[src/rtl/r5p_soc_tcb_arbiter.sv]
// Two-requester TCB-Lite arbiter sharing one DLY=1 subordinate.
// Round-robin or fixed-priority grant, held across stalls and locked sequences.
module r5p_soc_tcb_arbiter #(
    parameter int unsigned ADR = 32,
    parameter int unsigned DAT = 32,
    parameter bit          PRI = 1'b0
)(
    input  logic           clk,
    input  logic           rst,
    // requester 0
    input  logic           s0_vld,
    input  logic           s0_lck,
    input  logic           s0_ren,
    input  logic           s0_wen,
    input  logic [ADR-1:0] s0_adr,
    input  logic [1:0]     s0_siz,
    input  logic [DAT-1:0] s0_wdt,
    output logic [DAT-1:0] s0_rdt,
    output logic           s0_err,
    output logic           s0_rdy,
    // requester 1
    input  logic           s1_vld,
    input  logic           s1_lck,
    input  logic           s1_ren,
    input  logic           s1_wen,
    input  logic [ADR-1:0] s1_adr,
    input  logic [1:0]     s1_siz,
    input  logic [DAT-1:0] s1_wdt,
    output logic [DAT-1:0] s1_rdt,
    output logic           s1_err,
    output logic           s1_rdy,
    // shared subordinate
    output logic           m_vld,
    output logic           m_lck,
    output logic           m_ren,
    output logic           m_wen,
    output logic [ADR-1:0] m_adr,
    output logic [1:0]     m_siz,
    output logic [DAT-1:0] m_wdt,
    input  logic [DAT-1:0] m_rdt,
    input  logic           m_err,
    input  logic           m_rdy
);

    logic r_lst;      // last granted requester
    logic r_hld;      // grant held by a stalled request
    logic r_lck;      // grant held by a locked sequence
    logic r_own;      // owner while held or locked
    logic r_rsp_vld;  // a transfer happened last cycle
    logic r_rsp_sel;  // requester that issued last cycle's transfer

    logic w_gnt;
    logic w_trn;

    always_comb begin
        // NOTE: default first so every path assigns w_gnt and no latch is inferred.
        w_gnt = r_lst;
        if (r_hld || r_lck) begin
            w_gnt = r_own;
        end else if (s0_vld && !s1_vld) begin
            w_gnt = 1'b0;
        end else if (s1_vld && !s0_vld) begin
            w_gnt = 1'b1;
        end else if (s0_vld && s1_vld) begin
            w_gnt = PRI ? 1'b0 : ~r_lst;
        end
    end

    // Request path; reset suppresses any transfer so state and bus stay consistent.
    assign m_vld = ~rst & (w_gnt ? s1_vld : s0_vld);
    assign m_lck = ~rst & (w_gnt ? s1_lck : s0_lck);
    assign m_ren = w_gnt ? s1_ren : s0_ren;
    assign m_wen = w_gnt ? s1_wen : s0_wen;
    assign m_adr = w_gnt ? s1_adr : s0_adr;
    assign m_siz = w_gnt ? s1_siz : s0_siz;
    assign m_wdt = w_gnt ? s1_wdt : s0_wdt;

    assign w_trn = m_vld & m_rdy;

    assign s0_rdy = ~rst & m_rdy & ~w_gnt;
    assign s1_rdy = ~rst & m_rdy &  w_gnt;

    // Response is routed by the registered selector, not by the current grant.
    assign s0_rdt = m_rdt;
    assign s1_rdt = m_rdt;
    assign s0_err = ~rst & m_err & r_rsp_vld & ~r_rsp_sel;
    assign s1_err = ~rst & m_err & r_rsp_vld &  r_rsp_sel;

    always_ff @(posedge clk) begin
        if (rst) begin
            // NOTE: non-blocking assignments keep all state updates race-free within the edge.
            r_lst     <= 1'b1;
            r_hld     <= 1'b0;
            r_lck     <= 1'b0;
            r_own     <= 1'b0;
            r_rsp_vld <= 1'b0;
            r_rsp_sel <= 1'b0;
        end else begin
            r_rsp_vld <= w_trn;
            r_rsp_sel <= w_gnt;
            if (w_trn) begin
                r_lst <= w_gnt;
                r_hld <= 1'b0;
                r_lck <= m_lck;
                if (m_lck) begin
                    r_own <= w_gnt;
                end
            end else if (m_vld && !m_rdy) begin
                r_hld <= 1'b1;
                r_own <= w_gnt;
            end
        end
    end

endmodule
[config.mk]
export PLATFORM = sky130hd
export DESIGN_NAME = r5p_soc_tcb_arbiter
export DESIGN_NICKNAME = d
export VERILOG_FILES = /design/src/rtl/r5p_soc_tcb_arbiter.sv
export SDC_FILE = /design/constraint.sdc
export NUM_CORES = 1
export LEC_CHECK = 0
export BUFFER_PORTS_ARGS = -buffer_cell sky130_fd_sc_hd__buf_4
export CORE_AREA = 4 4 118 120
export DETAILED_ROUTE_END_ITERATION = 8
export DIE_AREA = 0 0 122 124
export PLACE_DENSITY = 0.48
export SLEW_MARGIN = 10
export SYNTH_ARGS = -nofsm -noshare
export SYNTH_HDL_FRONTEND = slang
export SYNTH_SLANG_ARGS = --single-unit
[constraint.sdc]
create_clock -name clk -period 3.35 [get_ports clk]
set_clock_uncertainty 0.1 [all_clocks]
set_input_delay 0.67 -clock clk [delete_from_list [all_inputs] [get_ports clk]]
set_output_delay 0.67 -clock clk [all_outputs]
set_load 0.01 [all_outputs]
Yosys cells after proc, flatten, opt, wreduce, memory -nomap -nowiden --
Cells that the tools add are included.
Storage, ports and cells: register bits 6, output and inout port bits 138
Cells by class: eq/ne operators 1, muxes and demuxes 14, bitwise operators 14, reduce and logical (&&, ||, !) cells 11
Operator list (number):
- $mux W32 | 2
- $mux W1 | 11
- $and A1 B1 Y1 | 10
- $logic_and A1 B1 Y1 | 4
- $not A1 Y1 | 4
- $logic_not A1 Y1 | 3
- $mux W2 | 1
- $ne A2 B2 Y1 const B | 1
- $reduce_and A2 Y1 | 1
- $reduce_bool A2 Y1 | 1
- $reduce_or A2 Y1 | 1
- $logic_or A1 B1 Y1 | 1

Logic depth before layout (Yosys ltp) --
word-level depth 10, depth in mapped cells 5

Worst setup path after synthesis --
No wires, ideal clock.
path kind input -> output, start point in s0_vld, end point out m_adr[0], arrival 1.624 ns, data required time 2.580 ns, path slack 0.956 ns, stages 5, path buffers 2, cells stage by stage nand2b_1 -> a31o_1 -> buf_6 -> buf_6 -> mux2_4
On the way: cells in the longest elaborated chain, start to end 6
Ends and longest elaborated chain:
- start: declaration | line 11 | input logic s0_vld,
- $logic_and A1 B1 Y1 or $logic_not A1 Y1 (tied branches) | line 64, 62
- $mux W1 or $logic_and A1 B1 Y1 (tied branches) | line 64, 62
- $mux W1 | line 62 | end else if (s1_vld && !s0_vld) begin
- $mux W1 * | line 60 | end else if (s0_vld && !s1_vld) begin
- $mux W1 * | line 58 | if (r_hld || r_lck) begin
- $mux W32 * | line 74 | assign m_adr = w_gnt ? s1_adr : s0_adr;
- end: declaration | line 37 | output logic [ADR-1:0] m_adr,
Every way passes the cells marked *; elsewhere a longest branch is shown, timed or not.

Worst setup path in the final report --
start point in s0_vld, end point out m_wdt[23]
On the way: cells in the longest elaborated chain, start to end 6
Ends and longest elaborated chain:
- $logic_and A1 B1 Y1 or $logic_not A1 Y1 (tied branches) | line 64, 62
- $mux W1 or $logic_and A1 B1 Y1 (tied branches) | line 64, 62
- $mux W1 | line 62
- $mux W1 * | line 60
- $mux W1 * | line 58
- $mux W32 * | line 76 | assign m_wdt = w_gnt ? s1_wdt : s0_wdt;
- end: declaration | line 39 | output logic [DAT-1:0] m_wdt,
Marks and branches as above.

==> reports/results.ini <==
[route]
via_per_inst = 3.75
routed_wl_um = 7790
via_count = 1911
drcViolationCount = 0
wl_met2_um = 4020
route.met3.wl_um = 1100
routed.top_layer = met5
antenna_left = 0
drt-met1-wl_um = 2440
drtIter0Drc = 45
avgRoutedWirePerCell_um = 15.3
drt_first_pass_iters = 4

[final_layout]
diodes = 0
drive_above_1_share_pct = 87.7
area_growth_pct = 72.9
nets = 512

[synthesis]
postSynthAreaPerCell_um2 = 10.6
synth-seq-cells = 6
synth_cells = 183
yosys_warnings = 0
synth_nets = 359
synth_area_um2 = 1940
synth_cell_types = 27
synth-seq-area-share_pct = 6.19

[hold_path]
hold_path_class = flip-flop to flip-flop

[worst_setup_path]
cp-end-kind = output pin
cp_max_fo = 21
worstSetupPathType = input port to output pin
cp.arrival_ns = 2.19
startpoint_type = input port
crit_required_ns = 2.58

[pwr]
power_mw = 1.19
power.leakage_nw = 1.82
netSwitchingFraction_pct = 32.3
pwr-share-seq_pct = 7.3
pwr-share-comb_pct = 76.6
intPower_mw = 0.807
powerDensity_nw_per_um2 = 356
ir_worst_vdd_v = 0.000136
power.switching_mw = 0.386
power.share.clock_pct = 16.2

[cts]
cts_tree = done
cts-resized-gates = 0
h-tree-depth = 1
post_cts_buffers = 0
hold_buffers = 0
clock-sinks = 6
clkTransAtPathRegs_ns = 0.04
clockBufferDepth = 2
clk_latency_ns = 0.23
cts-root-buf = clkbuf_16
cts_buffers = 3

[global_routing]
grt_antenna_before_repair = 2
grt_max_degree = 23
grt_pass1_vias = 2006
gr-total-overflow = 0
grt_pass1_wl_um = 10500
grt_use_total_pct = 8.95

[floorplan]
dieArea_um2 = 15100
die_y_um = 124
core_um2 = 13000
num_io_pins = 314
die_x_um = 122
rows = 42
start_util_pct = 14.9

[flow_run]
cap_viol_max_count = 0

[timing]
worst_slew_margin_rel_pct = 70.1
timing.fmax_ghz = 0.338
min_period_ns = 2.96
hold_violations = 0
final_max_slew_viol_count = 0
worst_slew_pin_slew_ns = 0.448
setup_ws_ns = 0.393
final.period_utilization_pct = 88.3
setup_viol = 0
final.setup.tns_ns = 0
rsz0062_at_grt = false

[place]
gp_congestion = 0.773
place_ws_ns = 0.337
io_buffers = 217
dp_hpwl_um = 7100

[run_status]
status = finished, final reports clean

==> cell type report <==
class	instances	area, µm²
fill	1401	9630
timing repair buffer	221	1680
multi-input combinational	104	1250
tap	176	220
sequential	6	120
clock buffer	3	75.1
==> critical path, cell delays in order <==
cell and delay [ns]:
buf_4 0.10, nand2b_1 0.15, a31o_4 0.46, buf_4 0.32, mux2_4 0.32, buf_4 0.15
==> path summary, 6_finish.rpt <==
kind | start | to | slack [ns] | cells after the start
max reg2reg | r_lck | r_lst | 1.52 | 5
min | r_hld | r_hld | 0.42 | 2
min reg2reg | r_hld | r_hld | 0.42 | 2
max | s0_vld | m_wdt[23] | 0.39 | 6
==> sequential cells by signal, summed over array words and instances (netlist names) <==
name and flops:
r_own 1, r_rsp_sel 1, r_rsp_vld 1, r_lck 1, r_hld 1, r_lst 1
==> power by group through the flow <==
stage / Sequential, mW / Clock (mW) / Combinational (mW)
detailed placement: 0.0871 / 0 / 0.930
CTS: 0.0864 / 0.199 / 0.932
finish: 0.0865 / 0.193 / 0.913
floorplan: 0.0858 / 0 / 0.611
global route: 0.0878 / 0.201 / 0.971
global placement: 0.0873 / 0 / 0.924
==> cells in the final DEF, fill, tap and decap left out, drive strengths merged <==
| master | synthesis | routed |
|---|---|---|
| o21ba | 1 | 1 |
| o21bai | 1 | 1 |
| dfxtp | 6 | 6 |
| nand2 | 2 | 2 |
| and4 | 1 | 1 |
| a311oi | 1 | 1 |
| buf | 72 | 221 |
| mux2 | 69 | 69 |
| a211oi | 2 | 2 |
| and3 | 1 | 1 |
| o21ai | 1 | 1 |
| clkbuf | 1 | 3 |
| and2 | 1 | 1 |
| and3b | 1 | 1 |
| nor2b | 1 | 1 |
| nor3 | 2 | 2 |
| mux2i | 1 | 1 |
| nor2 | 8 | 8 |
| a31o | 1 | 1 |
| nand2b | 4 | 4 |
| a21oi | 2 | 2 |
| nor3b | 2 | 2 |
| o22a | 1 | 1 |
| o22ai | 1 | 1 |
==> kinds of logic after synthesis <==
family | synth area share [%]
DFF | 6.19
AOI/OAI and AO/OA | 4.13
and+or+nand+nor | 6.52
muxes | 53.5
buffers and inverters | 29.6
==> synth_stat cells <==
library cell  count  area share (%)
mux2_4           67              52
buf_4            64              25
buf_6             8             4.6
nor2_1            7             1.4
dfxtp_1           6             6.2
nand2b_1          4             1.3
a211oi_1          2            0.77
a21oi_1           2            0.52
mux2_1            2             1.2
nand2_1           2            0.39
nor3_1            2            0.52
nor3b_1           2            0.77
a311oi_1          1            0.45
a31o_1            1            0.45
and2_1            1            0.32
and3_1            1            0.32
and3b_1           1            0.45
and4_1            1            0.45
clkbuf_1          1            0.19
mux2i_1           1            0.52
nor2_2            1            0.32
nor2b_1           1            0.32
o21ai_0           1            0.26
o21ba_1           1            0.52
o21bai_1          1            0.39
o22a_1            1            0.45
o22ai_1           1            0.32
==> metal layers <==
metal	GRT usage, %	vias up
met5	0	-
met3	3.81	28
li1	-	876
met2	17.3	144
met1	8.47	859
met4	2.87	4
==> through the flow <==
stage	cells	hold slack, ns	cell area (µm²)	utilization, %
2_1_floorplan	183	0.392	1940	-
3_3_place_gp	507	0.410	3280	25.3
3_5_place_dp	507	0.417	3280	25.3
4_1_cts	510	0.427	3350	25.8
5_1_grt	510	0.477	3350	25.8
6_report	510	0.420	3350	25.8
Power figures use the tool's default switching activity.
